<file path="src/rtl/muldiv_pkg.sv">
// -----------------------------------------------------------------------------
// muldiv_pkg
// Shared definitions for the iterative multiply/divide unit:
//   - MIPS HI/LO op codes (MULT, MULTU, DIV, DIVU)
//   - FSM state encoding (IDLE -> CALC -> FIX -> IDLE)
//   - STEPS: number of radix-2 iterations per operation
// -----------------------------------------------------------------------------
package muldiv_pkg;

  localparam logic [1:0] OP_MULT  = 2'b00;
  localparam logic [1:0] OP_MULTU = 2'b01;
  localparam logic [1:0] OP_DIV   = 2'b10;
  localparam logic [1:0] OP_DIVU  = 2'b11;

  typedef enum logic [1:0] {
    IDLE = 2'd0,
    CALC = 2'd1,
    FIX  = 2'd2
  } state_t;

  localparam int STEPS = 32;
  localparam int CNT_W = $clog2(STEPS);

  // MULT and DIV treat their operands as two's complement.
  function automatic logic op_is_signed(input logic [1:0] op);
    return (op == OP_MULT) || (op == OP_DIV);
  endfunction

endpackage

</file>
<file path="src/rtl/muldiv_if.sv">
// -----------------------------------------------------------------------------
// muldiv_if
// Handshake / data bundle between the control unit + register file and the
// multiply/divide unit.
//   start, op, rs_data, rt_data, mthi, mtlo : requester -> unit
//   busy, done, hi, lo                      : unit -> requester
// Modports: master (control side), slave (muldiv_unit).
// -----------------------------------------------------------------------------
interface muldiv_if #(
  parameter int WIDTH = 32
);

  logic             start;
  logic [1:0]       op;
  logic [WIDTH-1:0] rs_data;
  logic [WIDTH-1:0] rt_data;
  logic             mthi;
  logic             mtlo;
  logic             busy;
  logic             done;
  logic [WIDTH-1:0] hi;
  logic [WIDTH-1:0] lo;

  modport master (
    output start, op, rs_data, rt_data, mthi, mtlo,
    input  busy, done, hi, lo
  );

  modport slave (
    input  start, op, rs_data, rt_data, mthi, mtlo,
    output busy, done, hi, lo
  );

endinterface

</file>
<file path="src/rtl/muldiv_sign_fix.sv">
// -----------------------------------------------------------------------------
// muldiv_sign_fix
// Combinational sign correction applied to the unsigned iteration result
// before it is written to HI/LO.
// Ports:
//   is_div  : 1 = acc holds {remainder, quotient}, 0 = acc holds product
//   neg_res : negate product / quotient (operand signs differ on a signed op)
//   neg_rem : negate remainder (signed divide with negative dividend)
//   div0    : divide by zero, quotient forced to all ones
//   acc     : 2*WIDTH unsigned result from the iteration
//   hi, lo  : corrected HI / LO values
// -----------------------------------------------------------------------------
module muldiv_sign_fix #(
  parameter int WIDTH = 32
) (
  input  logic               is_div,
  input  logic               neg_res,
  input  logic               neg_rem,
  input  logic               div0,
  input  logic [2*WIDTH-1:0] acc,
  output logic [WIDTH-1:0]   hi,
  output logic [WIDTH-1:0]   lo
);

  logic [2*WIDTH-1:0] prod;
  logic [WIDTH-1:0]   quo;
  logic [WIDTH-1:0]   rem;

  always_comb begin
    hi   = '0;
    lo   = '0;
    prod = neg_res ? -acc : acc;
    quo  = acc[WIDTH-1:0];
    rem  = acc[2*WIDTH-1:WIDTH];
    if (is_div) begin
      // Remainder follows the dividend's sign; quotient follows sign XOR.
      lo = div0 ? '1 : (neg_res ? -quo : quo);
      hi = neg_rem ? -rem : rem;
    end else begin
      hi = prod[2*WIDTH-1:WIDTH];
      lo = prod[WIDTH-1:0];
    end
  end

endmodule

</file>
<file path="src/rtl/muldiv_unit.sv">
// -----------------------------------------------------------------------------
// muldiv_unit
// Iterative radix-2 multiply/divide unit holding the MIPS HI/LO registers.
// An accepted start runs IDLE -> CALC (32 steps) -> FIX -> IDLE; done pulses
// for one cycle when HI/LO receive the new result (34 cycles after start).
// MTHI/MTLO write rs_data into HI/LO when idle and no start is requested.
//
// Ports:
//   clk  : system clock, rising edge
//   rst  : synchronous active-high reset (clears state, counter, operands, HI/LO)
//   bus  : muldiv_if.slave (start/op/rs_data/rt_data/mthi/mtlo in,
//          busy/done/hi/lo out)
//
// Build option:
//   MULDIV_EARLY_DONE_EN - when defined, MULT/MULTU with a multiplier magnitude
//   of 0 or 1 goes straight from IDLE to FIX (done 2 cycles after start).
// -----------------------------------------------------------------------------
module muldiv_unit
  import muldiv_pkg::*;
#(
  parameter int WIDTH = 32
) (
  input  logic     clk,
  input  logic     rst,
  muldiv_if.slave  bus
);

  state_t             state;
  state_t             state_nxt;
  logic [CNT_W-1:0]   count;

  // acc: multiply = {partial product, remaining multiplier bits}
  //      divide   = {partial remainder, dividend/quotient bits}
  logic [2*WIDTH-1:0] acc;
  logic [2*WIDTH-1:0] acc_step;
  logic [WIDTH-1:0]   opnd;      // multiplicand or divisor magnitude
  logic               is_div;
  logic               neg_res;
  logic               neg_rem;
  logic               div0;
  logic               done_r;
  logic [WIDTH-1:0]   hi_r;
  logic [WIDTH-1:0]   lo_r;

  logic               sgn;
  logic [WIDTH-1:0]   mag_a;
  logic [WIDTH-1:0]   mag_b;
  logic               skip;
  logic [WIDTH:0]     sum;
  logic [WIDTH:0]     r_sh;
  logic [WIDTH-1:0]   r_diff;
  logic               ge;
  logic [WIDTH-1:0]   fix_hi;
  logic [WIDTH-1:0]   fix_lo;

  // Operand magnitudes for the op presented on the bus.
  always_comb begin
    sgn   = op_is_signed(bus.op);
    mag_a = (sgn && bus.rs_data[WIDTH-1]) ? -bus.rs_data : bus.rs_data;
    mag_b = (sgn && bus.rt_data[WIDTH-1]) ? -bus.rt_data : bus.rt_data;
  end

  always_comb begin
    skip = 1'b0;
`ifdef MULDIV_EARLY_DONE_EN
    skip = !bus.op[1] && (mag_b[WIDTH-1:1] == '0);
`else
    skip = 1'b0;
`endif
  end

  // One radix-2 iteration.
  always_comb begin
    sum      = {1'b0, acc[2*WIDTH-1:WIDTH]} + (acc[0] ? {1'b0, opnd} : '0);
    r_sh     = acc[2*WIDTH-1:WIDTH-1];
    ge       = r_sh >= {1'b0, opnd};
    // When ge holds the difference is below the divisor, so WIDTH bits suffice.
    r_diff   = r_sh[WIDTH-1:0] - opnd;
    acc_step = {sum, acc[WIDTH-1:1]};
    if (is_div) begin
      acc_step = ge ? {r_diff, acc[WIDTH-2:0], 1'b1}
                    : {r_sh[WIDTH-1:0], acc[WIDTH-2:0], 1'b0};
    end
  end

  muldiv_sign_fix #(.WIDTH(WIDTH)) u_sign_fix (
    .is_div  (is_div),
    .neg_res (neg_res),
    .neg_rem (neg_rem),
    .div0    (div0),
    .acc     (acc),
    .hi      (fix_hi),
    .lo      (fix_lo)
  );

  always_ff @(posedge clk) begin
    if (rst) state <= IDLE;
    else     state <= state_nxt;
  end

  always_comb begin
    state_nxt = state;
    case (state)
      IDLE:    if (bus.start) state_nxt = skip ? FIX : CALC;
      CALC:    if (count == CNT_W'(STEPS - 1)) state_nxt = FIX;
      FIX:     state_nxt = IDLE;
      default: state_nxt = IDLE;
    endcase
  end

  always_ff @(posedge clk) begin
    if (rst) begin
      count   <= '0;
      acc     <= '0;
      opnd    <= '0;
      is_div  <= 1'b0;
      neg_res <= 1'b0;
      neg_rem <= 1'b0;
      div0    <= 1'b0;
      done_r  <= 1'b0;
      hi_r    <= '0;
      lo_r    <= '0;
    end else begin
      done_r <= 1'b0;
      case (state)
        IDLE: begin
          if (bus.start) begin
            count   <= '0;
            is_div  <= bus.op[1];
            neg_res <= sgn && (bus.rs_data[WIDTH-1] ^ bus.rt_data[WIDTH-1]);
            neg_rem <= sgn && bus.rs_data[WIDTH-1];
            div0    <= bus.op[1] && (bus.rt_data == '0);
            if (bus.op[1]) begin
              acc  <= {{WIDTH{1'b0}}, mag_a};
              opnd <= mag_b;
            end else begin
              // A skipped multiply already knows its product: 0 or mag_a.
              acc  <= skip ? {{WIDTH{1'b0}}, (mag_b[0] ? mag_a : {WIDTH{1'b0}})}
                           : {{WIDTH{1'b0}}, mag_b};
              opnd <= mag_a;
            end
          end else begin
            if (bus.mthi) hi_r <= bus.rs_data;
            if (bus.mtlo) lo_r <= bus.rs_data;
          end
        end
        CALC: begin
          acc   <= acc_step;
          count <= count + 1'b1;
        end
        FIX: begin
          hi_r   <= fix_hi;
          lo_r   <= fix_lo;
          done_r <= 1'b1;
        end
        default: ;
      endcase
    end
  end

  assign bus.busy = (state != IDLE);
  assign bus.done = done_r;
  assign bus.hi   = hi_r;
  assign bus.lo   = lo_r;

endmodule

</file>
<file path="src/flat_wrapper.sv">
// flat-port wrapper written by rule: the top's interface ports become plain ports
module muldiv_unit_flat import muldiv_pkg::*;
#(
  parameter int WIDTH = 32
)
  (clk, rst, bus_start, bus_op, bus_rs_data, bus_rt_data, bus_mthi, bus_mtlo, bus_busy, bus_done, bus_hi, bus_lo);
  muldiv_if #(.WIDTH(WIDTH)) bus_i ();
  input  logic clk;
  input  logic rst;
  input wire logic [$bits(bus_i.start)-1:0] bus_start;
  input wire logic [$bits(bus_i.op)-1:0] bus_op;
  input wire logic [$bits(bus_i.rs_data)-1:0] bus_rs_data;
  input wire logic [$bits(bus_i.rt_data)-1:0] bus_rt_data;
  input wire logic [$bits(bus_i.mthi)-1:0] bus_mthi;
  input wire logic [$bits(bus_i.mtlo)-1:0] bus_mtlo;
  output wire logic [$bits(bus_i.busy)-1:0] bus_busy;
  output wire logic [$bits(bus_i.done)-1:0] bus_done;
  output wire logic [$bits(bus_i.hi)-1:0] bus_hi;
  output wire logic [$bits(bus_i.lo)-1:0] bus_lo;
  assign bus_i.start = bus_start;
  assign bus_i.op = bus_op;
  assign bus_i.rs_data = bus_rs_data;
  assign bus_i.rt_data = bus_rt_data;
  assign bus_i.mthi = bus_mthi;
  assign bus_i.mtlo = bus_mtlo;
  assign bus_busy = bus_i.busy;
  assign bus_done = bus_i.done;
  assign bus_hi = bus_i.hi;
  assign bus_lo = bus_i.lo;
  muldiv_unit #(.WIDTH(WIDTH)) u_core (.clk(clk), .rst(rst), .bus(bus_i));
endmodule
</file>
<file path="config.mk">
export PLATFORM = sky130hd
export DESIGN_NAME = muldiv_unit_flat
export DESIGN_NICKNAME = d
export VERILOG_FILES = /design/src/rtl/muldiv_pkg.sv /design/src/rtl/muldiv_if.sv /design/src/rtl/muldiv_sign_fix.sv /design/src/rtl/muldiv_unit.sv /design/src/flat_wrapper.sv
export SDC_FILE = /design/constraint.sdc
export NUM_CORES = 1
export LEC_CHECK = 0
export BUFFER_PORTS_ARGS = -buffer_cell sky130_fd_sc_hd__buf_4
export CELL_PAD_IN_SITES_DETAIL_PLACEMENT = 1
export CELL_PAD_IN_SITES_GLOBAL_PLACEMENT = 1
export CORE_UTILIZATION = 45
export DETAILED_ROUTE_END_ITERATION = 8
export GPL_ROUTABILITY_DRIVEN = 0
export PLACE_DENSITY = 0.81
export REMOVE_ABC_BUFFERS = 1
export SLEW_MARGIN = 20
export SYNTH_ARGS = -nofsm -noshare
export SYNTH_HDL_FRONTEND = slang
export SYNTH_SLANG_ARGS = --single-unit
</file>
<file path="constraint.sdc">
create_clock -name clk -period 9.4 [get_ports clk]
set_input_delay 0 -clock clk [delete_from_list [all_inputs] [get_ports clk]]
set_output_delay 0 -clock clk [all_outputs]
set_load 0.02 [all_outputs]
</file>
==> impl_results.md, run 1 <==
- Setup TNS: 0 ns
- Slew Limit Fails: 0
- Design Power: 2.28 mW
- Root Driver: clkbuf_16
- Synth cell types: 72
- Worst Path Arrival: 4.82 ns
- Finished Layout Cells: 2414
- Later-pin clock latency in the skew report: 0.46 ns
- Pre-Repair DR Iteration Count: 7
- Fin crit share: 0.478
- Synth area leaders: dfxtp_1, a21oi_1, ha_1
- Register area share after synthesis: 0.242
- Outcome: finished, final reports clean
- Worst vdd ir: 0.0940 mV
- Initial core utilization: 0.462
- Crit path capture type: flip-flop
- Crit path buf inv count: 1
- Final setup violation count: 0
- FMAX: 223 MHz
- Synth-to-Final Area Change: 15.5%
- Global-route wire length before repair: 90400 um
- Die height: 180 um
- Core Area: 0.0308 mm^2
- Cell with the most instances after synthesis: nor2_1
- Post-synth EDFFs: 0
- GR Overflow Total: 0
- Ratio of cells with drive above 1 in the final layout: 0.108
- Top cells by count, synth: nor2_1, a21oi_1, dfxtp_1
- Area leader, netlist: dfxtp_1
- Min Clock Period, post-route: 4.49 ns
- Placed cells: 2339
- Clock Skew: 0.0127 ns
- Post_cts resized: 0
- Delay-heaviest family, CP: simple AND/OR/NAND/NOR gates
- Buffers on Ports: 136
- Pwr/cell area: 139 mW/mm^2
- Initial antenna violation count: 1
- Die width: 180 um
- RSZ-0062 raised after global routing: false
- Syn avg cell area: 7.40 um^2
- Synth top area share: 0.242
- Maxcap violations: 0
- Initial drt markers: 1401
- Vias per cell: 6.53
- Total die area: 0.0323 mm^2
- Critical path class: flip-flop to flip-flop
- Routed Wire Length: 57900 um
- Least-Margin Pin Slew: 1.01 ns
- Critical Path RT: 9.74 ns
- Relative slew slack: 0.323
- CP Launch Type: flip-flop
- Leak Pwr: 6.78 nW
- IO Pins: 137
- # clock sinks: 172
- CTS max path bufs: 2
- CP Max Fanout: 8
- Largest net degree at the start of global routing: 80
- Antenna fix cells: 0
- Mapped cell area: 0.0142 mm^2
- ANT nets after route: 0
- Fin. Hold Viols: 0
- CTS tree: built
- Total CTS buffers: 17
- Mapped Cells: 1923
- Seq cells post-synth: 172
- Critical-path cell list: or4_1 > or4_1 > nor4_1 > nand4_1 > nor4_1 > o22ai_1 > xor2_1 > a222oi_1 > nor2_1 > dlygate4sd3_1
- H-tree depth: 4
- Rows: 64
- Largest stage delay, worst path: 0.66 ns
- Highest-delay cell along the critical path: nor4_1
- Final #Nets: 2148
- Total Routing Usage GR: 0.352
- Ys async rst share: 0
- Yosys warning count: 0
- Vias in the first global route: 15.9k
- Vias: 15.8k
- Fin area: 0.0164 mm^2
- DP HPWL: 41500 um
- Most used DFF post-synth: dfxtp_1
- Placed cell area: 0.0154 mm^2
- Residual DRC count: 0
- Worst min path class: input pin to flip-flop
- Routed len/inst: 24.0 um
- Reg clk slew, reported paths: 0.08 ns
worst register-to-register path, delay by kind of cell, from the launching register on:
kind,cells,cell delay (ns)
xor+xnor,1,0.18
simple gates,6,2.69
compound gates,2,0.52
buf+inv,1,0.57
flops,1,0.40
repair_timing:
action,4_1_cts,5_1_grt
endpoints found under the hold margin,79,0
setup buffers,0,0
setup endpoints to repair,0,0
hold buffers,43,0
metal layers:
metal,global-route usage,wire length (um),share of wire,vias to the layer above
met3,0.0407,3950,0.068,129
met4,0.142,1930,0.033,2
met5,0,13,0.00022,-
li1,-,-,-,7236
met2,0.588,27300,0.47,658
met1,0.461,24700,0.43,7749
layout by cell type, fill, tap and decap left out, types with 60 or more instances in the layout:
master and count:
xnor2_1 74, buf_4 162, nand2_1 165, dfxtp_1 171
a211oi_1 60, o21ai_0 94, xor2_1 93, inv_1 67
ha_1 70, nor2_1 213, a21oi_1 188
per-stage QoR:
stage	setup slack [ns]	util	hold WS, ns
after floorplan	4.41	-	0.0691
after global placement	5.25	0.500	0.293
after detailed placement	5.08	0.500	0.309
after CTS	5.02	0.533	0.0160
after global routing	4.66	0.533	0.0475
final	4.91	0.533	0.0189
logic make-up (layout without fill, tap and decap cells):
kind of cell               after synthesis  in the layout  share of synthesized area
AOI/OAI and AO/OA                      649            649                      0.307
xor gates and xnor gates               167            167                      0.103
adders and majority gates               72             72                     0.0643
buffers and inverters                  211            306                     0.0570
DFF                                    172            172                      0.242
muxes                                   33             33                     0.0234
and+or+nand+nor                        619            619                      0.204
where the power goes:
part | internal [mW] | leakage [nW] | total [mW] | switching [mW]
clock | 0.354 | 0.281 | 0.725 | 0.371
combinational | 0.270 | 5.10 | 0.723 | 0.453
sequential | 0.771 | 1.41 | 0.833 | 0.0613
final timing paths:
check,startpoint,endpoint,slack (ns),cells past startpoint
min reg2reg,u_core.opnd[29]$_SDFFE_PP0P_,u_core.opnd[29]$_SDFFE_PP0P_,0.45,2
min,bus_rt_data[23],u_core.opnd[23]$_SDFFE_PP0P_,0.02,4
max,u_core.acc[12]$_SDFFE_PP0P_,u_core.bus.hi[29]$_SDFFE_PP0P_,4.91,10
max reg2reg,u_core.acc[12]$_SDFFE_PP0P_,u_core.bus.hi[29]$_SDFFE_PP0P_,4.91,10
flip-flops by register name, indices dropped and copies added, names as in the netlist:
name             count
u_core.acc          64
u_core.neg_res       1
u_core.is_div        1
u_core.bus.lo       32
u_core.div0          1
u_core.neg_rem       1
u_core.bus.hi       32
u_core.opnd         32
u_core.state         2
u_core.bus.done      1
u_core.count         5
final cells by class:
| cell class | instances | area, um^2 |
|---|---|---|
| clock buffer | 17 | 425 |
| clock inverter | 15 | 150 |
| timing repair buffer | 205 | 1650 |
| sequential | 172 | 3440 |
| multi-input combinational | 1540 | 10000 |
| inverter | 69 | 259 |
| fill | 3819 | 14400 |
| tap | 396 | 495 |
No activity file was read; power rests on OpenSTA's default activity.
==> run 2, diff against run 1 <==
Settings changed: CORE_UTILIZATION 45 to 40, PLACE_DENSITY 0.81 to 0.76.
Clock period 9.4 ns to 3.6 ns, I/O delays scaled along.
==> impl_results.md, run 2 (synthesis gave the netlist of run 1 again) <==
- CP Launch Type: flip-flop
- # clock sinks: 172
- Commonest cells after routing, fill and taps aside: buf_4, nor2_1, a21oi_1, dfxtp_1, nand2_1
- Reg clk slew, reported paths: 0.07 ns
- Placed cell area: 0.0160 mm^2
- Largest net degree at the start of global routing: 55
- Later-pin clock latency in the skew report: 0.44 ns
- Ratio of cells with drive above 1 in the final layout: 0.138
- Total CTS buffers: 17
- Relative slew slack: 0.273
- Buffers on Ports: 136
- Global-route wire length before repair: 93800 um
- Fin area: 0.0170 mm^2
- Fin crit share: 0.977
- Vias in the first global route: 16.4k
- Critical path class: flip-flop to flip-flop
- Vias per cell: 6.36
- Root Driver: clkbuf_16
- Worst setup margin: 0.0823 ns
- Hold path depth: 3
- H-tree depth: 4
- Initial core utilization: 0.409
- Initial drt markers: 1406
- Final #Nets: 2200
- Design Power: 6.21 mW
- CP Max Fanout: 7
- DP HPWL: 44300 um
- Reg2reg path depth: 9
- Critical-path cell list: or4_1 > or4_4 > or4_1 > or4_4 > and2_4 > a21oi_4 > o21ai_0 > xnor2_1 > o22ai_1
- Die width: 191 um
- Routed Wire Length: 60400 um
- Core Area: 0.0348 mm^2
- RSZ-0062 raised after global routing: false
- Final hold slack: 0.0191 ns
- Worst min path class: input pin to flip-flop
- Fin. Hold Viols: 0
- CTS max path bufs: 2
- FMAX: 284 MHz
- Post-place setup slack: -0.0127 ns
- Routed len/inst: 23.9 um
- Largest stage delay, worst path: 0.59 ns
- Rows: 68
- Worst Path Arrival: 3.81 ns
- Antenna fix cells: 0
- Vias: 16.1k
- Crit path capture type: flip-flop
- Pwr/cell area: 365 mW/mm^2
- Flip-flop count of the largest register after layout: 64
- Least-Margin Pin Slew: 1.09 ns
- Die height: 191 um
- Residual DRC count: 0
- Worst vdd ir: 0.297 mV
- Initial antenna violation count: 0
- Highest-delay cell along the critical path: or4_1
- ANT nets after route: 0
- Biggest register: u_core.acc
- Leak Pwr: 7.08 nW
- GR Overflow Total: 0
- Critical Path RT: 3.89 ns
- Most common cell after layout, fill and taps aside: buf_4
- Final setup violation count: 0
- Post-layout util: 0.489
- Outcome: finished, final reports clean
- Total die area: 0.0363 mm^2
- Total Routing Usage GR: 0.332
- CTS tree: built
- IO Pins: 137
- Min Clock Period, post-route: 3.52 ns
- Slew Limit Fails: 0
- Synth-to-Final Area Change: 19.6%
- Clock Skew: 0.0116 ns
- Maxcap violations: 0
- Pre-Repair DR Iteration Count: 8
==> run 2: cell types whose count changed in the layout (fill, tap and decap cells not counted), moves of 3 or more <==
cell and delta:
dlygate4sd3_1 -8, buf_4 +58, inv_8 -4, bufinv_16 +4, clkinv_4 -3
==> run 2: final timing paths <==
kind	from	endpoint	slack, ns
worst max register to register	u_core.acc[13]$_SDFFE_PP0P_	u_core.bus.hi[28]$_SDFFE_PP0P_	0.08
worst min-delay path	bus_op[1]	u_core.is_div$_SDFFE_PP0P_	0.02
worst min register to register	u_core.opnd[28]$_SDFFE_PP0P_	u_core.opnd[28]$_SDFFE_PP0P_	0.45
worst max-delay path	u_core.acc[13]$_SDFFE_PP0P_	u_core.bus.hi[28]$_SDFFE_PP0P_	0.08
==> run 2: worst max-delay path: cells and delay by family (launching register included) <==
family | cells | cell delay (ns)
DFF | 1 | 0.38
AOI/OAI and AO/OA | 3 | 0.46
and+or+nand+nor | 5 | 2.27
xor gates and xnor gates | 1 | 0.24
==> run 2: report_power, final <==
part / total, mW / internal (mW) / switching (mW)
sequential: 2.15 / 2.01 / 0.140
clock: 2.07 / 1.19 / 0.877
combinational: 1.99 / 0.765 / 1.22
total: 6.21 / 3.97 / 2.24
==> run 2: layout make-up <==
type	count	area, um^2
multi-input combinational	1540	10100
clock buffer	20	447
tap	455	569
clock inverter	12	186
inverter	69	259
fill	4322	17800
sequential	172	3450
timing repair buffer	257	2040
==> run 2: through the flow <==
| stage | std cells | setup TNS (ns) |
|---|---|---|
| 2_1_floorplan | 1781 | -39.31 |
| 3_3_place_gp | 2455 | 0 |
| 3_5_place_dp | 2455 | -0.0127 |
| 4_1_cts | 2522 | 0 |
| 5_1_grt | 2525 | 0 |
| 6_report | 2525 | 0 |
==> run 2: per-layer routing <==
layer  vias up  wire length, um  GRT usage
met5         -                0          0
li1       7339                -          -
met4         0             2150      0.141
met2       639            28300      0.554
met3       134             4190     0.0482
met1      7941            25800      0.423
==> run 2: timing repair <==
| item | CTS | global route |
|---|---|---|
| setup buffers | 0 | 3 |
| endpoints found under the setup margin | 1 | 23 |
| gates resized for setup | 1 | 16 |
| hold buffers | 35 | 0 |
| pin swaps | 0 | 1 |
| hold endpoints to repair | 66 | 0 |
==> run 3, diff against run 2 <==
Settings changed: PLACE_DENSITY 0.76 to 0.8.
==> impl_results.md, run 3 (synthesis gave the netlist of run 1 again) <==
- Fin crit share: 0.964
- CTS max path bufs: 2
- Leak Pwr: 7.09 nW
- Switching part of the total: 0.377
- ANT nets after route: 0
- Power share of the clock group: 0.318
- Buffers on Ports: 136
- H-tree depth: 4
- Residual DRC count: 0
- Finished Layout Cells: 2531
- Initial core utilization: 0.409
- Fill count: 4269
- Routed Wire Length: 59900 um
- Delay-heaviest family, CP: compound AO/OA/AOI/OAI gates
- IO Pins: 137
- Int Pwr: 3.79 mW
- Die width: 191 um
- GR Overflow Total: 0
- Outcome: finished, final reports clean
- Total Routing Usage GR: 0.327
- Highest-delay cell along the critical path: fa_1
- FMAX: 288 MHz
- Antenna fix cells: 0
- Met1 Usage GRT: 0.421
- Critical Path RT: 3.95 ns
- Critical-path cell list: inv_1 > ha_1 > inv_1 > fa_1 > a211oi_1 > o21ai_1 > or3b_2 > a2111oi_2 > buf_4 > o31ai_2 > o2111ai_1 > and3_1 > o31a_1 > a2111oi_2
- Slew Limit Fails: 0
- Rows: 68
- Die height: 191 um
- Largest net degree at the start of global routing: 90
- Vias per cell: 6.45
- # clock sinks: 172
- Vias: 16.3k
- Routed len/inst: 23.7 um
- Least-Margin Pin Slew: 0.979 ns
- Initial antenna violation count: 1
- Flop pwr share: 0.353
- Comb pwr share: 0.329
- GRT met3 Usage: 0.0429
- Vias in the first global route: 16.2k
- CP Max Fanout: 4
- CTS tree: built
- Pre-Repair DR Iteration Count: 7
- DP HPWL: 43400 um
- CP Launch Type: flip-flop
- Ratio of cells with drive above 1 in the final layout: 0.140
- Area of the multi-input gates: 0.0101 mm^2
- Relative slew slack: 0.346
- Initial drt markers: 1652
- Later-pin clock latency in the skew report: 0.46 ns
- Fin. Hold Viols: 0
- Worst min path class: input pin to flip-flop
- Crit path buf inv count: 3
- Synth-to-Final Area Change: 19.8%
- Maxcap violations: 0
- Core Area: 0.0348 mm^2
- Total die area: 0.0363 mm^2
- Worst setup margin: 0.128 ns
- Largest stage delay, worst path: 0.42 ns
- M2 GR Usage: 0.541
- Worst Path Arrival: 3.82 ns
- Biggest register: u_core.acc
- Pwr/cell area: 356 mW/mm^2
- Clock Skew: 0.0114 ns
- Most common cell after layout, fill and taps aside: buf_4
- Most crowded layer after global routing: met2
- Total CTS buffers: 17
- Global-route wire length before repair: 92600 um
- Register-to-Register Setup Slack: 0.13 ns
- Flip-flop count of the largest register after layout: 64
- Min Clock Period, post-route: 3.47 ns
- Crit path capture type: flip-flop
- Critical path class: flip-flop to flip-flop
- Worst vdd ir: 0.369 mV
- Final setup violation count: 0
- Register area: 0.00345 mm^2
- P_sw: 2.29 mW
- Commonest cells after routing, fill and taps aside: buf_4, nor2_1, a21oi_1, dfxtp_1, nand2_1
- Placed cells: 2459
- Final #Nets: 2206
- Post-place setup slack: 0.0937 ns
- Root Driver: clkbuf_16
- Reg clk slew, reported paths: 0.08 ns
[run 3: cell types whose count changed in the layout (fill, tap and decap cells not counted), sizes merged]
cell and change:
bufinv -3, clkbuf -1, dlygate4sd3 +3, clkinvlp +2, buf +3, inv +2
[run 3: layout make-up]
cell class,instances,area share
multi-input cells,1540,0.590
flip-flops and latches,172,0.202
repair buffers,263,0.124
well taps,455,0.0334
clock buffers,19,0.0266
inverters,69,0.0154
clock inverters,13,0.00778
[run 3: through the flow]
stage	TNS [ns]	utilization	hold slack [ns]	instance area [um^2]	total power [mW]
6_report	0	0.490	0.0470	17100	6.08
5_1_grt	-0.0561	0.490	0.0574	17100	6.31
4_1_cts	0	0.488	0.0330	17000	6.02
3_5_place_dp	0	0.460	0.302	16000	4.06
3_3_place_gp	0	0.460	0.292	16000	4.01
2_1_floorplan	-39.31	-	0.0691	13700	3.31
[run 3: power groups by stage]
stage	logic [mW]	clock network (mW)	registers (mW)
3_5_place_dp	1.88	0	2.18
5_1_grt	2.14	2.01	2.16
2_1_floorplan	1.11	0	2.20
4_1_cts	1.93	1.95	2.14
6_report	2.00	1.93	2.15
3_3_place_gp	1.83	0	2.18
[run 3: path summary, 6_finish.rpt]
path,startpoint,end,depth (start not counted)
max,u_core.acc[31]$_SDFFE_PP0P_,u_core.acc[62]$_SDFFE_PP0P_,14
min,bus_rt_data[28],u_core.acc[28]$_SDFFE_PP0P_,4
max reg2reg,u_core.acc[31]$_SDFFE_PP0P_,u_core.acc[62]$_SDFFE_PP0P_,14
min reg2reg,u_core.opnd[7]$_SDFFE_PP0P_,u_core.opnd[7]$_SDFFE_PP0P_,2
[run 3: worst register-to-register path: cells and delay by family (launching register included)]
| kind | cells | cell delay, ns |
|---|---|---|
| AOI/OAI and AO/OA | 7 | 1.71 |
| adders and majority gates | 2 | 0.59 |
| buffers and inverters | 3 | 0.31 |
| DFF | 1 | 0.32 |
| and+or+nand+nor | 2 | 0.43 |
[run 3: routing by layer]
metal | part of all wire | wire (um) | vias up
li1 | - | - | 7360
met1 | 0.43 | 25500 | 8116
met2 | 0.47 | 28100 | 685
met3 | 0.063 | 3770 | 162
met4 | 0.042 | 2500 | 2
met5 | 0.00020 | 12 | -
[run 3: repair_timing]
item	in CTS	in global routing
resized for setup	1	17
buffers inserted	0	2
hold buffers	38	0
pin swaps	0	1
hold endpoints to repair	68	0
endpoints found under the setup margin	1	8
